===== src/rtl/mmio_pkg.sv =====
// Shared constants, region decode and register layout for the MMIO responder.
package mmio_pkg;
  localparam int DATA_W = 16;
  localparam int ADDR_W = 8;
  localparam int LED_W  = 10;
  localparam int SW_W   = 10;

  localparam logic [ADDR_W-1:0] RAM_BASE = 8'h00;
  localparam logic [ADDR_W-1:0] LED_BASE = 8'h80;
  localparam logic [ADDR_W-1:0] SW_BASE  = 8'h90;
  localparam logic [ADDR_W-1:0] TMR_BASE = 8'hA0;

  localparam logic [1:0] TMR_LOAD_OFS  = 2'd0;
  localparam logic [1:0] TMR_COUNT_OFS = 2'd1;
  localparam logic [1:0] TMR_CTRL_OFS  = 2'd2;

  localparam int CTRL_EN_BIT   = 0;
  localparam int CTRL_AR_BIT   = 1;
  localparam int CTRL_FLAG_BIT = 2;

  typedef enum logic [2:0] {RGN_RAM, RGN_LED, RGN_SW, RGN_TMR, RGN_NONE} region_e;

  // Timer owns only A0..A2; A3 and above fall through to the zero region.
  function automatic region_e decode(input logic [ADDR_W-1:0] a);
    region_e r;
    r = RGN_NONE;
    if (a[7] == RAM_BASE[7])                                  r = RGN_RAM;
    else if (a[7:4] == LED_BASE[7:4])                         r = RGN_LED;
    else if (a[7:4] == SW_BASE[7:4])                          r = RGN_SW;
    else if (a[7:2] == TMR_BASE[7:2] && a[1:0] != 2'd3)       r = RGN_TMR;
    return r;
  endfunction
endpackage


===== src/rtl/mmio_if.sv =====
// Processor-side data bus: word address, write data/strobe, registered read data.
interface mmio_if;
  import mmio_pkg::*;
  logic [ADDR_W-1:0] addr;
  logic [DATA_W-1:0] wr_data;
  logic              wren;
  logic [DATA_W-1:0] rd_data;

  modport master (output addr, output wr_data, output wren, input rd_data);
  modport slave  (input addr, input wr_data, input wren, output rd_data);
endinterface


===== src/rtl/mmio_timer.sv =====
// Prescaled down-counter timer with load, control (en/auto_reload) and W1C flag.
module mmio_timer
  import mmio_pkg::*;
#(
  parameter int TMR_PRESCALE = 50000
) (
  input  logic              clk,
  input  logic              rst_n,
  input  logic              load_we,
  input  logic              ctrl_we,
  input  logic [DATA_W-1:0] wdata,
  output logic [DATA_W-1:0] load_o,
  output logic [DATA_W-1:0] count_o,
  output logic [DATA_W-1:0] ctrl_o,
  output logic              irq
);
  localparam int PW = (TMR_PRESCALE > 1) ? $clog2(TMR_PRESCALE) : 1;
  localparam logic [PW-1:0] PRE_MAX = PW'(TMR_PRESCALE - 1);

  logic [PW-1:0]     presc_q, presc_d;
  logic [DATA_W-1:0] count_q, count_d, load_q, load_d;
  logic              en_q, en_d, ar_q, ar_d, flag_q, flag_d;
  logic              tick, expire;

  assign tick   = en_q && (presc_q == PRE_MAX);
  assign expire = tick && (count_q == 16'd1);

  // Register writes are applied after the tick so they take priority,
  // except the flag, where a set from expiry beats a W1C.
  always_comb begin
    presc_d = (en_q && !tick) ? presc_q + PW'(1) : '0;
    count_d = count_q;
    load_d  = load_q;
    en_d    = en_q;
    ar_d    = ar_q;
    flag_d  = flag_q;
    if (tick && count_q > 16'd1) count_d = count_q - 16'd1;
    if (expire) begin
      if (ar_q) count_d = load_q;
      else begin
        count_d = '0;
        en_d    = 1'b0;
      end
    end
    if (load_we) begin
      load_d  = wdata;
      count_d = wdata;
      presc_d = '0;
    end
    if (ctrl_we) begin
      en_d = wdata[CTRL_EN_BIT];
      ar_d = wdata[CTRL_AR_BIT];
      if (wdata[CTRL_FLAG_BIT]) flag_d = 1'b0;
    end
    if (expire) flag_d = 1'b1;
  end

  always_ff @(posedge clk or negedge rst_n) begin
    if (!rst_n) begin
      presc_q <= '0;
      count_q <= '0;
      load_q  <= '0;
      en_q    <= 1'b0;
      ar_q    <= 1'b0;
      flag_q  <= 1'b0;
    end else begin
      presc_q <= presc_d;
      count_q <= count_d;
      load_q  <= load_d;
      en_q    <= en_d;
      ar_q    <= ar_d;
      flag_q  <= flag_d;
    end
  end

  assign load_o  = load_q;
  assign count_o = count_q;
  assign ctrl_o  = {13'b0, flag_q, ar_q, en_q};
  assign irq     = flag_q;
endmodule


===== src/rtl/mmio_responder.sv =====
// MMIO responder: RAM, LED register, synchronised switches and optional timer.
// Timer is built only when MMIO_TIMER_EN is defined.
module mmio_responder
  import mmio_pkg::*;
#(
  parameter int TMR_PRESCALE   = 50000,
  parameter int SW_SYNC_STAGES = 2
) (
  input  logic            clk_50MHz,
  input  logic            reset_n,
  mmio_if.slave           bus,
  input  logic [SW_W-1:0] sw_in,
  output logic [LED_W-1:0] led,
  output logic            timer_irq
);
  region_e rgn;
  assign rgn = decode(bus.addr);

  logic [DATA_W-1:0] ram_q [128];
  logic [DATA_W-1:0] rd_data_q, rd_data_d, tmr_rd;
  logic [LED_W-1:0]  led_q, led_d;
  logic [SW_SYNC_STAGES-1:0][SW_W-1:0] sw_sync_q, sw_sync_d;
  logic [SW_W-1:0]   sw_sync;

  // RAM has no reset so it maps onto block memory.
  always_ff @(posedge clk_50MHz) begin
    if (bus.wren && rgn == RGN_RAM) ram_q[bus.addr[6:0]] <= bus.wr_data;
  end

  assign sw_sync = sw_sync_q[SW_SYNC_STAGES-1];

`ifdef MMIO_TIMER_EN
  logic [DATA_W-1:0] tmr_load, tmr_count, tmr_ctrl;
  logic              tmr_load_we, tmr_ctrl_we;

  assign tmr_load_we = bus.wren && rgn == RGN_TMR && bus.addr[1:0] == TMR_LOAD_OFS;
  assign tmr_ctrl_we = bus.wren && rgn == RGN_TMR && bus.addr[1:0] == TMR_CTRL_OFS;

  mmio_timer #(.TMR_PRESCALE(TMR_PRESCALE)) u_timer (
    .clk     (clk_50MHz),
    .rst_n   (reset_n),
    .load_we (tmr_load_we),
    .ctrl_we (tmr_ctrl_we),
    .wdata   (bus.wr_data),
    .load_o  (tmr_load),
    .count_o (tmr_count),
    .ctrl_o  (tmr_ctrl),
    .irq     (timer_irq)
  );

  always_comb begin
    tmr_rd = '0;
    case (bus.addr[1:0])
      TMR_LOAD_OFS:  tmr_rd = tmr_load;
      TMR_COUNT_OFS: tmr_rd = tmr_count;
      TMR_CTRL_OFS:  tmr_rd = tmr_ctrl;
      default:       tmr_rd = '0;
    endcase
  end
`else
  assign tmr_rd    = '0;
  assign timer_irq = 1'b0;
`endif

  always_comb begin
    led_d     = led_q;
    sw_sync_d = {sw_sync_q[SW_SYNC_STAGES-2:0], sw_in};
    if (bus.wren && rgn == RGN_LED) led_d = bus.wr_data[LED_W-1:0];
    // Read mux sees pre-edge state, so a same-address write returns old data.
    case (rgn)
      RGN_RAM: rd_data_d = ram_q[bus.addr[6:0]];
      RGN_LED: rd_data_d = {6'b0, led_q};
      RGN_SW:  rd_data_d = {6'b0, sw_sync};
      RGN_TMR: rd_data_d = tmr_rd;
      default: rd_data_d = '0;
    endcase
  end

  always_ff @(posedge clk_50MHz or negedge reset_n) begin
    if (!reset_n) begin
      rd_data_q <= '0;
      led_q     <= '0;
      sw_sync_q <= '0;
    end else begin
      rd_data_q <= rd_data_d;
      led_q     <= led_d;
      sw_sync_q <= sw_sync_d;
    end
  end

  assign bus.rd_data = rd_data_q;
  assign led         = led_q;
endmodule


===== src/flat_wrapper.sv =====
// flat-port wrapper written by rule: the top's interface ports become plain ports
module mmio_responder_flat import mmio_pkg::*;
#(
  parameter int TMR_PRESCALE   = 50000,
  parameter int SW_SYNC_STAGES = 2
)
  (clk_50MHz, reset_n, sw_in, led, timer_irq, bus_addr, bus_wr_data, bus_wren, bus_rd_data);
  mmio_if bus_i ();
  input  logic clk_50MHz;
  input  logic reset_n;
  input  logic [SW_W-1:0] sw_in;
  output logic [LED_W-1:0] led;
  output logic timer_irq;
  input wire logic [$bits(bus_i.addr)-1:0] bus_addr;
  input wire logic [$bits(bus_i.wr_data)-1:0] bus_wr_data;
  input wire logic [$bits(bus_i.wren)-1:0] bus_wren;
  output wire logic [$bits(bus_i.rd_data)-1:0] bus_rd_data;
  assign bus_i.addr = bus_addr;
  assign bus_i.wr_data = bus_wr_data;
  assign bus_i.wren = bus_wren;
  assign bus_rd_data = bus_i.rd_data;
  mmio_responder #(.TMR_PRESCALE(TMR_PRESCALE), .SW_SYNC_STAGES(SW_SYNC_STAGES)) u_core (.clk_50MHz(clk_50MHz), .reset_n(reset_n), .bus(bus_i), .sw_in(sw_in), .led(led), .timer_irq(timer_irq));
endmodule

===== config.mk =====
export PLATFORM = sky130hd
export DESIGN_NAME = mmio_responder_flat
export DESIGN_NICKNAME = d
export VERILOG_FILES = /design/src/rtl/mmio_pkg.sv /design/src/rtl/mmio_if.sv /design/src/rtl/mmio_timer.sv /design/src/rtl/mmio_responder.sv /design/src/flat_wrapper.sv
export SDC_FILE = /design/constraint.sdc
export NUM_CORES = 2
export LEC_CHECK = 0
export ABC_AREA = 1
export CELL_PAD_IN_SITES_DETAIL_PLACEMENT = 0
export CELL_PAD_IN_SITES_GLOBAL_PLACEMENT = 2
export CORE_AREA = 2 2 409 411
export CTS_BUF_LIST = sky130_fd_sc_hd__clkbuf_4
export DETAILED_ROUTE_END_ITERATION = 8
export DIE_AREA = 0 0 411 413
export PLACE_DENSITY_LB_ADDON = 0.1
export SYNTH_ARGS = -nofsm -noshare
export SYNTH_HDL_FRONTEND = slang
export SYNTH_HIERARCHICAL = 1
export SYNTH_SLANG_ARGS = --single-unit

===== constraint.sdc =====
create_clock -name clk_50MHz -period 1.7 [get_ports clk_50MHz]
set_input_delay 0.34 -clock clk_50MHz [delete_from_list [all_inputs] [get_ports clk_50MHz]]
set_output_delay 0.34 -clock clk_50MHz [all_outputs]
set_load 0.1 [all_outputs]

# After elaboration in Yosys (flattened, before gate mapping)
# Memories as Yosys holds them, arrays and structs flattened.
# Index checks and enable logic that the tools add are counted.
# totals
out_inout_bits,27
ff_bits,46
n_memories,1
input_bits,37
word_cells,22
ramBits,2048
# classes
eq_ne,6
n_mux,7
n_reduce_logical,4
# mem_list
name,words,word_bits,read_ports,rd_ports_with_merged_regs,wr,line,rtl
u_core.ram_q,128,16,1,0,1,mmio_responder.sv:19,logic [DATA_W-1:0] ram_q [128];
# op_table
cell,n
16-bit case mux with 3 select lines,1
3-bit two-way mux,4
4-bit equality test (second input constant),2
6-bit equality test (second input constant),1
3-bit by 1-bit equality test with 1-bit output (second input constant),1
3-bit by 2-bit equality test with 1-bit output (second input constant),1
1-bit logical AND,3
3-bit logical NOT,1
1-bit two-way mux,2
2-bit inequality test (second input constant),1

# Longest topological paths before layout
# depth
word_depth,10
mapped_depth,17
mapped_depth_nobuf,13

# Worst setup path after synthesis
# Ideal clock, no wire load.
# synth_path
path_kind,input -> register
from,input port bus_addr[0]
to,memory u_core.ram_q[48][0] (enable)
arrival_ns,2.247
cell_stages,8
setup_time_ns,0.388
n_path_buf,5
path_slack_ns,-0.935
required_time_ns,1.312
path_cell_list,buf_4 inv_2 buf_2 buf_2 buf_2 nand3_1 clkbuf_1 nor2_1
# synth_between
elab_chain_cells,10
# synth_lines
element,line,rtl
from (decl),flat_wrapper.sv:14,input wire logic [$bits(bus_i.addr)-1:0] bus_addr;
2-bit inequality test,mmio_pkg.sv:30,else if (a[7:2] == TMR_BASE[7:2] && a[1:0] != 2'd3) r = RGN_TMR;
1-bit logical AND,mmio_pkg.sv:30,
3-bit two-way mux,mmio_pkg.sv:30,
3-bit two-way mux,mmio_pkg.sv:29,else if (a[7:4] == SW_BASE[7:4]) r = RGN_SW;
3-bit two-way mux,mmio_pkg.sv:28,else if (a[7:4] == LED_BASE[7:4]) r = RGN_LED;
3-bit two-way mux,mmio_pkg.sv:27,if (a[7] == RAM_BASE[7]) r = RGN_RAM;
3-bit logical NOT,mmio_responder.sv:27,if (bus.wren && rgn == RGN_RAM) ram_q[bus.addr[6:0]] <= bus.wr_data;
1-bit logical AND,mmio_responder.sv:27,
1-bit two-way mux,mmio_responder.sv:27,
1-bit two-way mux (implied by the code),mmio_responder.sv:27,
to (decl),mmio_responder.sv:19,
# Parallel ways exist; a longest one is shown, timed or not.

# Final worst setup path
# layout_path
from,"register u_core.rd_data_q[14], in the netlist u_core/bus.rd_data[14]"
to,output port bus_rd_data[14]
# layout_rtl
element,line,rtl
from (decl),mmio_responder.sv:20,"logic [DATA_W-1:0] rd_data_q, rd_data_d, tmr_rd;"
from (signal assigned),mmio_responder.sv:85,rd_data_q <= rd_data_d;
to (decl),flat_wrapper.sv:17,output wire logic [$bits(bus_i.rd_data)-1:0] bus_rd_data;
# No word-level cell between the ends.

==> run_results.csv <==
group,metric,value,unit
outcome,outcome,"finished, violations left",
outcome,violations,"setup timing",
place,dp_hpwl,162700,um
yosys,syn_inst,6773,
worst_setup_path,crit_path_max_incr_delay,500,ps
yosys,yosysTopAreaCell,"edfxtp_1",
die,rows,150,
worst_setup_path,path_cells,"buf_12",
cells_and_area,fin_util,0.6144,
worst_setup_path,cp.buffers_inverters,1,
clocking,cts_made_buffers,566,
global_routing,antenna_found_initial,12,
die,die_w,411,um
power_and_ir_drop,powerDensity,1068,mW/mm^2
job,cap_violations,0,
timing,fin_crit_sh,1.436,
cells_and_area,synthToLayoutAreaGrowth,23.78,%
global_routing,grt_pass1_vias,55327,
drt,viasPerCell,5.498,
clocking,clk_latency,1390,ps
worst_setup_path,cp.arrival,2100,ps
timing,slew_headroom,0.2630,
timing,setup_viol,27,
clocking,clk_pin_slew,70,ps
yosys,ys_top_cells_by_area,"edfxtp_1 (75%), nand2_1 (8.5%), nor2_1 (5.8%), nand3_1 (2.1%), o21ai_0 (1.8%)",
worst_setup_path,worst-path-max-fanout,1,
timing,max_freq,409.6,MHz
yosys,syn-mean-instance-area,12.16,sq um
power_and_ir_drop,power_leakage,0.03796,uW
yosys,netlist_area,0.08235,sq mm
die,fp.dieH,413,um
cells_and_area,drive_gt1_frac,0.2385,
yosys,synth_top_area_share,0.7468,
global_routing,grt_pass1_wl,375000,um
yosys,ys_warn_count,6,
worst_setup_path,path_delay_family,"flip-flops",
yosys,syn-num-nets,6810,
drt,avgRoutedWirePerCell,24.85,um
clocking,clockBufferDepth,4,
place,portBuffers,62,
clocking,cts_tree,"yes",
cells_and_area,final_cell_mix,"edfxtp_1 (2048), nand2_1 (1735), nor2_1 (1136)",
timing,worstMarginPinSlew,1102,ps
drt,ant_nets,0,
yosys,synth.distinct_cells,30,
yosys,yosysSeqAreaShare,0.7608,
global_routing,grt_overflow,0,
die,die_area,0.1697,sq mm
worst_setup_path,critPathKind,"reg2out",
worst_setup_path,crit_slowest_cell,"dfrtp_2",
drt,drtIter0Drc,5921,
drt,drcViolationCount,0,
timing,setup_slack,-741.5,ps
clocking,cts.sink_count,2094,
global_routing,grt_max_degree,81,
clocking,cts_root_buffer,"clkbuf_4",
timing,final-hold-violation-count,0,
timing,min_period,2441,ps
worst_setup_path,worstSetupEndpointType,"primary output",
timing,drv_slew,0,
drt,wl,259100,um
worst_hold_path,hold_path.class,"in2reg",
worst_setup_path,start_kind,"flip-flop",
worst_setup_path,cp.required,1360,ps
clocking,cts_max_level,6,
die,floorplan.initialDensity,0.4963,
place,gp_congestion,0.8772,
yosys,ys_ff_latch,2094,
timing,hold_slack,71.84,ps
cells_and_area,final_common_cell,"edfxtp_1",
global_routing,grt_usage,0.3068,
cells_and_area,final_nets,7895,
die,top_level_ports,64,
die,fp.coreArea,0.1659,sq mm
worst_setup_path,rrSetupSlack,-130,ps
timing,rsz0062_at_grt,"yes",
timing,finClkSkew,59.11,ps
power_and_ir_drop,vdd_drop_max,974.1,uV
drt,routed-via-count,57330,
drt,drt_pass1_iterations,5,
cell families after synthesis:
family / after synthesis / synth area share
other: 1 / 0.00004554
and+or+nand+nor: 3594 / 0.1726
AOI/OAI and AO/OA: 634 / 0.04148
muxes: 10 / 0.001368
buffers and inverters: 440 / 0.02367
DFF: 2094 / 0.7608
per-stage QoR:
stage / power (uW) / setup WS [ps] / cell area (sq um) / setup TNS (ps) / std cells
floorplan: 61670 / -701.1 / 82770 / -1104120 / 6773
global placement: 66610 / -1418 / 93910 / -1885160 / 9433
detailed placement: 66630 / -1405 / 93910 / -1882180 / 9433
CTS: 109700 / -858.6 / 101600 / -21030 / 10429
global route: 113100 / -837.2 / 101900 / -20510 / 10426
finish: 108800 / -741.5 / 101900 / -17470 / 10427
area by class of cell:
type | count | area (sq um)
fill | 13343 | 63980
sequential | 2094 | 62670
multi-input combinational | 4239 | 18790
timing repair buffer | 878 | 10660
clock buffer | 813 | 6103
tap | 2204 | 2758
clock inverter | 114 | 608.1
inverter | 79 | 324.1
antenna | 6 | 15.01
synthesized netlist by cell type, drive strengths merged:
master / instances
a21oi: 19
buf: 250
clkbuf: 111
clkinv: 2
conb: 1
dfrtp: 46
edfxtp: 2048
inv: 77
mux2: 10
nand2: 1863
nand3: 345
nand3b: 4
nand4: 81
nor2: 1276
nor3: 20
o21ai: 431
o22a: 5
o22ai: 179
or2: 5
final timing paths:
path	from	to	depth (start not counted)
min in group asynchronous	reset_n	u_core/led[3]	5
max	u_core/bus.rd_data[14]	bus_rd_data[14]	1
max reg2reg	u_core/ram_q[8][7]	u_core/bus.rd_data[7]	13
max in group asynchronous	reset_n	u_core/bus.rd_data[10]	5
min	bus_wren	u_core/led[4]	4
min reg2reg	u_core/sw_sync_d[18]	u_core/sw_sync[8]	0
power breakdown:
group	switching, uW	total, uW	internal, uW	leakage (uW)
clock network	20200	42900	22700	0.00404
logic	5960	8880	2930	0.0150
registers	223	57100	56900	0.0189
sequential cells by signal, summed over array words and instances, names as in the netlist:
signal / flops
u_core/bus.rd_data: 16
u_core/led: 10
u_core/sw_sync: 10
u_core/ram_q: 2048
u_core/sw_sync_d: 10
repair_timing:
action,in CTS,in global routing
pin swaps,62,124
gates resized for setup,137,180
hold buffers,69,0
setup buffers,7,2
endpoints found under the hold margin,2348,0
setup endpoints to repair,39,163
routing by layer:
metal  global-route usage  wire length (um)  vias to the layer above
met5                    0                40                        -
met4               0.1063              7683                        6
met3              0.05625             20890                      397
met2               0.4858            121700                     2439
met1               0.4294            108800                    28323
li1                     -                 -                    26165
No activity file was read; power rests on OpenSTA's default activity.
